`src/rtl/msi001_spi_seq_if.sv`:
```
// Handshake and serial-pin bundle between a sequencer and its controller.
interface msi001_spi_seq_if #(
  parameter int WIDTH  = 24,
  parameter int NWORDS = 4
);
  localparam int IW = (NWORDS > 1) ? $clog2(NWORDS) : 1;

  logic                     start;
  logic [NWORDS*WIDTH-1:0]  words_in;
  logic                     busy;
  logic                     done;
  logic [IW-1:0]            word_idx;
  logic                     spi_data_out;
  logic                     spi_clk_out;
  logic                     spi_en_out;

  modport master (
    output start, words_in,
    input  busy, done, word_idx, spi_data_out, spi_clk_out, spi_en_out
  );

  modport slave (
    input  start, words_in,
    output busy, done, word_idx, spi_data_out, spi_clk_out, spi_en_out
  );
endinterface

```
`src/rtl/msi001_spi_seq.sv`:
```
// SPI register-write sequencer: shifts NWORDS latched words, one EN-framed
// transaction per word, with start/busy/done handshake.
//
// state   | meaning
// IDLE    | waiting for start, outputs idle
// SHIFT_A | SCLK at CPOL for CLK_DIV cycles, data settling
// SHIFT_B | SCLK at ~CPOL for CLK_DIV cycles (leading edge entered here)
// HOLD    | last bit held CLK_DIV cycles with SCLK back at CPOL
// GAP     | EN inactive GAP_CYCLES cycles between words
// DONE    | one-cycle done pulse
module msi001_spi_seq #(
  parameter int WIDTH         = 24,
  parameter int NWORDS        = 4,
  parameter int CLK_DIV       = 4,
  parameter bit CPOL          = 1'b0,
  parameter bit MSB_FIRST     = 1'b1,
  parameter int GAP_CYCLES    = 8,
  parameter bit EN_ACTIVE_LOW = 1'b1
) (
  input  logic clk,
  input  logic rst,
  msi001_spi_seq_if.slave bus
);

  localparam int TOT  = NWORDS * WIDTH;
  localparam int IW   = (NWORDS > 1) ? $clog2(NWORDS) : 1;
  localparam int BW   = $clog2(WIDTH);
  localparam int TMAX = (CLK_DIV > GAP_CYCLES) ? CLK_DIV : GAP_CYCLES;
  localparam int TW   = (TMAX > 1) ? $clog2(TMAX) : 1;

  localparam logic [TW-1:0]  DIV_LD   = TW'(CLK_DIV - 1);
  localparam logic [TW-1:0]  GAP_LD   = TW'(GAP_CYCLES - 1);
  localparam logic [TOT-1:0] LSB_MASK = TOT'(1);
  localparam logic           EN_ON    = ~EN_ACTIVE_LOW;
  localparam logic           EN_OFF   = EN_ACTIVE_LOW;

  typedef enum logic [2:0] {IDLE, SHIFT_A, SHIFT_B, HOLD, GAP, DONE} state_e;

  state_e          state_q, state_d;
  logic [TW-1:0]   tmr_q, tmr_d;
  logic [BW-1:0]   bit_q, bit_d;
  logic [IW-1:0]   idx_q, idx_d;
  logic [TOT-1:0]  shadow_q, shadow_d;
  logic            busy_q, busy_d;
  logic            done_q, done_d;
  logic            sclk_q, sclk_d;
  logic            en_q, en_d;
  logic            data_q, data_d;

  logic tc, last_bit, last_word;

  assign tc        = (tmr_q == '0);
  assign last_bit  = (bit_q == BW'(WIDTH - 1));
  assign last_word = (idx_q == IW'(NWORDS - 1));

  // Serial bit b of word k, honouring the configured bit order.
  function automatic logic pick(input logic [TOT-1:0] tbl,
                                input logic [IW-1:0] k,
                                input logic [BW-1:0] b);
    int             pos;
    logic [TOT-1:0] s;
    pos = MSB_FIRST ? (WIDTH - 1 - int'(b)) : int'(b);
    s   = tbl >> (int'(k) * WIDTH + pos);
    return |(s & LSB_MASK);
  endfunction

  always_ff @(posedge clk) begin
    if (rst) begin
      state_q  <= IDLE;
      tmr_q    <= '0;
      bit_q    <= '0;
      idx_q    <= '0;
      shadow_q <= '0;
      busy_q   <= 1'b0;
      done_q   <= 1'b0;
      sclk_q   <= CPOL;
      en_q     <= EN_OFF;
      data_q   <= 1'b0;
    end else begin
      state_q  <= state_d;
      tmr_q    <= tmr_d;
      bit_q    <= bit_d;
      idx_q    <= idx_d;
      shadow_q <= shadow_d;
      busy_q   <= busy_d;
      done_q   <= done_d;
      sclk_q   <= sclk_d;
      en_q     <= en_d;
      data_q   <= data_d;
    end
  end

  always_comb begin
    state_d = state_q;
    tmr_d   = tc ? tmr_q : tmr_q - TW'(1);
    bit_d   = bit_q;
    idx_d   = idx_q;
    case (state_q)
      IDLE: if (bus.start) begin
        state_d = SHIFT_A;
        tmr_d   = DIV_LD;
        bit_d   = '0;
        idx_d   = '0;
      end
      SHIFT_A: if (tc) begin
        state_d = SHIFT_B;
        tmr_d   = DIV_LD;
      end
      SHIFT_B: if (tc) begin
        tmr_d = DIV_LD;
        if (last_bit) begin
          state_d = HOLD;
        end else begin
          state_d = SHIFT_A;
          bit_d   = bit_q + BW'(1);
        end
      end
      HOLD: if (tc) begin
        if (last_word) begin
          state_d = DONE;
        end else begin
          state_d = GAP;
          tmr_d   = GAP_LD;
        end
      end
      GAP: if (tc) begin
        state_d = SHIFT_A;
        tmr_d   = DIV_LD;
        bit_d   = '0;
        idx_d   = idx_q + IW'(1);
      end
      DONE:    state_d = IDLE;
      default: state_d = IDLE;
    endcase
  end

  always_comb begin
    shadow_d = shadow_q;
    busy_d   = busy_q;
    done_d   = 1'b0;
    sclk_d   = sclk_q;
    en_d     = en_q;
    data_d   = data_q;
    case (state_q)
      IDLE: if (bus.start) begin
        shadow_d = bus.words_in;
        busy_d   = 1'b1;
        en_d     = EN_ON;
        sclk_d   = CPOL;
        data_d   = pick(bus.words_in, '0, '0);
      end
      SHIFT_A: if (tc) sclk_d = ~CPOL;
      SHIFT_B: if (tc) begin
        sclk_d = CPOL;
        // next bit launches on the trailing edge so it is stable a full half-period
        if (!last_bit) data_d = pick(shadow_q, idx_q, bit_q + BW'(1));
      end
      HOLD: if (tc) begin
        en_d   = EN_OFF;
        data_d = 1'b0;
        if (last_word) begin
          done_d = 1'b1;
          busy_d = 1'b0;
        end
      end
      GAP: if (tc) begin
        en_d   = EN_ON;
        data_d = pick(shadow_q, idx_q + IW'(1), '0);
      end
      default: ;
    endcase
  end

  assign bus.busy         = busy_q;
  assign bus.done         = done_q;
  assign bus.word_idx     = idx_q;
  assign bus.spi_data_out = data_q;
  assign bus.spi_clk_out  = sclk_q;
  assign bus.spi_en_out   = en_q;

endmodule

```
`src/flat_wrapper.sv`:
```
// flat-port wrapper written by rule: the top's interface ports become plain ports
module msi001_spi_seq_flat 
#(
  parameter int WIDTH         = 24,
  parameter int NWORDS        = 4,
  parameter int CLK_DIV       = 4,
  parameter bit CPOL          = 1'b0,
  parameter bit MSB_FIRST     = 1'b1,
  parameter int GAP_CYCLES    = 8,
  parameter bit EN_ACTIVE_LOW = 1'b1
)
  (clk, rst, bus_start, bus_words_in, bus_busy, bus_done, bus_word_idx, bus_spi_data_out, bus_spi_clk_out, bus_spi_en_out);
  msi001_spi_seq_if #(.WIDTH(WIDTH), .NWORDS(NWORDS)) bus_i ();
  input  logic clk;
  input  logic rst;
  input wire logic [$bits(bus_i.start)-1:0] bus_start;
  input wire logic [$bits(bus_i.words_in)-1:0] bus_words_in;
  output wire logic [$bits(bus_i.busy)-1:0] bus_busy;
  output wire logic [$bits(bus_i.done)-1:0] bus_done;
  output wire logic [$bits(bus_i.word_idx)-1:0] bus_word_idx;
  output wire logic [$bits(bus_i.spi_data_out)-1:0] bus_spi_data_out;
  output wire logic [$bits(bus_i.spi_clk_out)-1:0] bus_spi_clk_out;
  output wire logic [$bits(bus_i.spi_en_out)-1:0] bus_spi_en_out;
  assign bus_i.start = bus_start;
  assign bus_i.words_in = bus_words_in;
  assign bus_busy = bus_i.busy;
  assign bus_done = bus_i.done;
  assign bus_word_idx = bus_i.word_idx;
  assign bus_spi_data_out = bus_i.spi_data_out;
  assign bus_spi_clk_out = bus_i.spi_clk_out;
  assign bus_spi_en_out = bus_i.spi_en_out;
  msi001_spi_seq #(.WIDTH(WIDTH), .NWORDS(NWORDS), .CLK_DIV(CLK_DIV), .CPOL(CPOL), .MSB_FIRST(MSB_FIRST), .GAP_CYCLES(GAP_CYCLES), .EN_ACTIVE_LOW(EN_ACTIVE_LOW)) u_core (.clk(clk), .rst(rst), .bus(bus_i));
endmodule
```
`config.mk`:
```
export PLATFORM = sky130hd
export DESIGN_NAME = msi001_spi_seq_flat
export DESIGN_NICKNAME = d
export VERILOG_FILES = /design/src/rtl/msi001_spi_seq_if.sv /design/src/rtl/msi001_spi_seq.sv /design/src/flat_wrapper.sv
export SDC_FILE = /design/constraint.sdc
export NUM_CORES = 1
export LEC_CHECK = 0
export ABC_AREA = 1
export BUFFER_PORTS_ARGS = -buffer_cell sky130_fd_sc_hd__buf_2
export CELL_PAD_IN_SITES_DETAIL_PLACEMENT = 0
export CELL_PAD_IN_SITES_GLOBAL_PLACEMENT = 1
export CORE_MARGIN = 5
export CORE_UTILIZATION = 43
export CTS_BUF_LIST = sky130_fd_sc_hd__clkbuf_16
export DETAILED_ROUTE_END_ITERATION = 10
export PLACE_DENSITY_LB_ADDON = 0.2
export SLEW_MARGIN = 0
export SYNTH_ARGS = -nofsm -noshare
export SYNTH_HDL_FRONTEND = slang
export SYNTH_SLANG_ARGS = --single-unit
```
`constraint.sdc`:
```
create_clock -name clk -period 5.9 [get_ports clk]
set_input_delay 0.59 -clock clk [delete_from_list [all_inputs] [get_ports clk]]
set_output_delay 0.59 -clock clk [all_outputs]
set_load 0.03 [all_outputs]
```
# == Word level (Yosys, flattened, before mapping) ==
# Cells that the tools add are included.
# word_totals
reg_bits,114
output_inout_bits,7
wordCells,90
# op_classes
addsub,6
multipliers,2
n_eq_ne,13
n_shift,2
muxes,37
bitwise,2
n_reduce_logical,18
# ops
op,count
$shr 96x32->1,2
$add 32x32->32,1
$add 32x6->32 const B,1
$mux 3,10
$mux 5,4
$pmux 3 s5,1
$pmux 5 s3,1
$mux 1,12
$reduce_and 4->1,3
$ne 2x1->1 const B,5
$reduce_and 5->1,2
$pmux 3 s3,1
$reduce_bool 3->1,3
$mul 2x2->4 const B,2
$eq 3x2->1 const B,2
$logic_not 3->1,2
$mux 2,3
$pmux 1 s3,2
$reduce_and 6->1,1
$reduce_or 3->1,2
$sub 5x5->6 const A,1
$add 5x1->5 const B,1
$eq 5x5->1 const B,1
$ne 2x2->1 const B,2
other kinds (13),15

# == Depth between registers and ports, before layout ==
# depth
ltp_word,7
depth_mapped,24
ltp_nobuf,24

# == Worst setup path before layout ==
# Ideal clock, no wire load.
# synth_path
path_kind,reg-to-reg
from,reg u_core.idx_q[0] (netlist: u_core.bus.word_idx[0])
to,reg u_core.data_q (netlist: u_core.bus.spi_data_out)
arrival_time_ps,3366
required_ps,5836
slack_ps,2470
path_stages_with_launch,19
cell_sequence,dfxtp_1 -> inv_1 -> ha_1 -> inv_1 -> fa_1 -> or2_2 -> a21oi_1 -> o21ai_0 -> ha_1 -> inv_1 -> nor4b_1 -> nand2_1 -> nor3b_1 -> nand2_1 -> a21oi_1 -> nand3_1 -> nor2_1 -> nor2_1 -> nor2_1
# synth_between
elab_chain_cells,6
# synth_lines
item,line_no,text
from (decl),msi001_spi_seq.sv:42,"logic [IW-1:0] idx_q, idx_d;"
from (signal assigned),msi001_spi_seq.sv:83,idx_q <= idx_d;
$add 2x1->2 or $mul 2x2->4 (tied branches),"msi001_spi_seq.sv:168, msi001_spi_seq.sv:63",
$mul 2x2->4 or $add 32x32->32 (tied branches),msi001_spi_seq.sv:63,s = tbl >> (int'(k) * WIDTH + pos);
$add 32x6->32 or $shr 96x32->1 (tied branches),msi001_spi_seq.sv:63,
$shr 96x32->1 or $mux 1 (tied branches),"msi001_spi_seq.sv:63, msi001_spi_seq.sv:156",
"$mux 1, on equally long branches","msi001_spi_seq.sv:166, msi001_spi_seq.sv:153",
$pmux 1 s4 *,msi001_spi_seq.sv:144,case (state_q)
to (signal assigned),msi001_spi_seq.sv:89,data_q <= data_d;
to (decl),msi001_spi_seq.sv:48,"logic data_q, data_d;"
# Mark *: on every way between the ends. The rest lies on a longest branch, timed or not. The select of a mux whose other input is x is not followed.
# A chain may end at the register's enable or synchronous reset.

# == Final worst setup path ==
# layout_path
from,reg u_core.bit_q[0]
to,reg u_core.data_q (netlist: u_core.bus.spi_data_out)
# layout_between
elab_chain_cells,7
# layout_lines
item,line_no,text
from (decl),msi001_spi_seq.sv:41,"logic [BW-1:0] bit_q, bit_d;"
from (signal assigned),msi001_spi_seq.sv:82,bit_q <= bit_d;
$add 5x1->5,msi001_spi_seq.sv:156,"if (!last_bit) data_d = pick(shadow_q, idx_q, bit_q + BW'(1));"
$sub 5x5->6,msi001_spi_seq.sv:62,pos = MSB_FIRST ? (WIDTH - 1 - int'(b)) : int'(b);
$add 32x32->32,msi001_spi_seq.sv:63,
$shr 96x32->1,msi001_spi_seq.sv:63,
$mux 1,msi001_spi_seq.sv:156,
$mux 1,msi001_spi_seq.sv:153,SHIFT_B: if (tc) begin
$pmux 1 s4,msi001_spi_seq.sv:144,
# Parallel ways exist; a longest one is shown, timed or not. The select of a mux whose other input is x is not followed.

==> flow_summary.json <==
{
  "clk_latency_ns": 0.42,
  "end_kind": "flip-flop",
  "period_minus_slack_ns": 4.08,
  "arrival_ns": 4.43,
  "rsz0062_at_grt": "no",
  "cap_violations": 0,
  "power.net_switching_mw": 1.59,
  "place_hpwl_mm": 11.0,
  "p_leak_nw": 3.26,
  "first_iter_violations": 380,
  "htree_levels": 4,
  "io_pins": 106,
  "synthTopCellsByArea": "dfxtp_1 38%, nand3_1 11%, o21ai_0 9.6%",
  "yosysTopAreaCellShare_pct": 38.2,
  "p_per_area_mw_per_mm2": 536,
  "core.rowCount": 43,
  "ys_top_cells_by_count": "128 x nand3_1, 117 x inv_1, 114 x dfxtp_1, 114 x o21ai_0, 108 x nand2_1",
  "numPortBuffers": 105,
  "antenna_found_initial": 0,
  "pwr-share-comb_pct": 44.2,
  "stdcell_area_mm2": 0.00704,
  "drtPass1Iterations": 4,
  "start_util_pct": 43.4,
  "coreArea_mm2": 0.0138,
  "path_clk_slew_ns": 0.06,
  "wl_per_cell_um": 14.5,
  "clock.fmax_mhz": 245,
  "overflow": 0,
  "cts_tree": "done",
  "grt_util_all_layers_pct": 20.2,
  "clockBufferDepth": 2,
  "synth-main-ff-cell": "dfxtp_1",
  "cp_max_fo": 13,
  "syn_to_final_growth_pct": 18.0,
  "seq_area_frac_synth_pct": 38.2,
  "dr_total_vias": 5875,
  "drive_gt1_share_pct": 16.1,
  "outcome": "completed",
  "synth_cell_types": 40,
  "placedCellCount": 1104,
  "slew_violations": 0,
  "drc": 0,
  "pwr-share-clk_pct": 26.8,
  "synth_edf_count": 0,
  "synth_area_leader_cell": "dfxtp_1",
  "synth-seq-cells": 114,
  "path_cells": "ha_1, nand2_1, nor2_1, xor2_1, ha_1, ha_1, inv_1, or2_2, a21oi_1, o21ai_0, ha_1, inv_1, nor4b_1, nand2_1, nor3b_1, nand2_1, a21oi_1, nand3_1, nor2_1, nor2_1, nor2_1",
  "fp.dieArea_mm2": 0.0163,
  "critPathRequiredTime_ns": 6.25,
  "grt_pass1_vias": 5578,
  "synthArstFlopShare_pct": 0,
  "reg2reg_slack_ns": 1.82,
  "post_cts_buffers": 0,
  "gp_congestion": 0.888,
  "period_share_pct": 69.1,
  "vias_per_cell": 5.17,
  "switching_share_pct": 42.0,
  "skew_ns": 0.00789,
  "synth_fp_nets": 991,
  "routed_wirelength_mm": 16.5,
  "cts_sinks": 114,
  "max_slew_margin_pct": 26.1,
  "final_cells": 1136,
  "root_buffer": "clkbuf_16",
  "dpl_cell_area_mm2": 0.00647,
  "grt_max_degree": 129,
  "worst_pin_slew_ns": 1.11,
  "nNetsFinal": 1066,
  "ctsHoldBuffers": 0,
  "diodes": 0,
  "syn_area_mm2": 0.00597,
  "cts_made_buffers": 17,
  "detail-route-antenna-nets": 0,
  "post_cts_resize_count": 0,
  "tns_ns": 0,
  "multi_input_area_mm2": 0.00294,
  "die_x_um": 128,
  "num-fill-cells": 1420,
  "cp_slowest_cell": "ha_1",
  "startpoint_type": "flip-flop",
  "worst-setup-path-type": "flip-flop to flip-flop",
  "synth_most_common_cell": "nand3_1",
  "vdd_drop_max_v": 0.000322,
  "regArea_mm2": 0.00228,
  "grt_first_pass_wirelength_mm": 26.9,
  "finalHoldViolations": 0,
  "finalSetupViolCount": 0,
  "synthCells": 868,
  "synth.avg_cell_area_um2": 6.88,
  "die_h_um": 128,
  "yosysWarnings": 0,
  "hp-class": "input port to flip-flop",
  "p_seq_share_pct": 29.0,
  "crit_path_max_incr_delay_ns": 0.51,
  "p_int_mw": 2.19
}
through the flow:
step	util, %	worst slack, ns	hold slack (ns)	power, mW
after global placement	47.0	1.89	0.432	2.76
final	51.1	1.82	0.392	3.77
after floorplan	-	2.47	0.429	2.39
after detailed placement	47.0	1.79	0.438	2.78
after CTS	51.1	1.78	0.387	3.80
after global routing	51.1	1.32	0.398	4.08
flip-flops by register name, summed over array words and instances (netlist names):
register,count
u_core.bus.done,1
u_core.bit_q,5
u_core.tmr_q,3
u_core.bus.word_idx,2
u_core.bus.spi_clk_out,1
u_core.bus.spi_data_out,1
u_core.bus.spi_en_out,1
u_core.shadow_q,96
u_core.state_q,3
u_core.bus.busy,1
critical path: cells and delay by family, from the launching register on:
family          cells  cell delay (ns)
fa+ha+maj           4             1.31
compound gates      3             0.48
flops               1             0.50
buf+inv             2             0.09
xor+xnor            1             0.25
simple gates       11             1.38
worst paths after layout:
kind,start,endpoint,cells after the start
min reg2reg,u_core.bus.spi_clk_out$_SDFFE_PP0P_,u_core.bus.spi_clk_out$_SDFFE_PP0P_,2
max reg2reg,u_core.bit_q[0]$_SDFFE_PP0P_,u_core.bus.spi_data_out$_SDFFE_PP0P_,21
max,u_core.bit_q[0]$_SDFFE_PP0P_,u_core.bus.spi_data_out$_SDFFE_PP0P_,21
min,bus_words_in[51],u_core.shadow_q[51]$_SDFFE_PP0P_,3
cell families after synthesis:
logic type,after synthesis,synth area share (%)
and+or+nand+nor,334,24.9
AOI/OAI and AO/OA,216,18.7
buffers and inverters,176,12.5
DFF,114,38.2
adders and majority gates,24,5.16
xor gates and xnor gates,4,0.587
layout by cell type, fill, tap and decap left out, drive strengths merged:
cell	Yosys	layout
nand3	129	129
inv	123	124
o21ai	115	115
dfxtp	114	114
nand2	114	114
buf	27	108
a21oi	91	91
nor2	80	80
ha	23	23
clkbuf	25	17
clkinv	1	11
nor3	4	4
xor2	3	3
a211oi	3	3
bufinv	0	3
nand4	2	2
or2	1	1
o31ai	1	1
a21boi	1	1
o221ai	1	1
o22ai	1	1
a2111oi	1	1
a221oi	1	1
and3	1	1
xnor2	1	1
nor4b	1	1
nor4	1	1
nor3b	1	1
a31oi	1	1
fa	1	1
clkinvlp	0	1
layout make-up:
cell class	instances	share of cell area, %
multi-input cells	578	41.8
flip-flops and latches	114	32.4
repair buffers	108	7.78
inverters	124	6.68
clock buffers	17	6.04
well taps	180	3.20
clock inverters	15	2.11
metal layers:
layer	global-route usage, %	vias to the layer above	routed length, um
li1	-	2987	-
met5	0	-	0
met2	33.1	146	7730
met1	26.0	2713	7540
met3	4.38	29	839
met4	7.99	0	360
power by group through the flow:
stage	Sequential [mW]	Combinational, mW	Clock (mW)
3_5_place_dp	1.11	1.67	0
4_1_cts	1.09	1.68	1.02
5_1_grt	1.12	1.91	1.06
3_3_place_gp	1.10	1.66	0
2_1_floorplan	1.11	1.29	0
6_report	1.10	1.67	1.01
No activity file was read; power rests on OpenSTA's default activity.
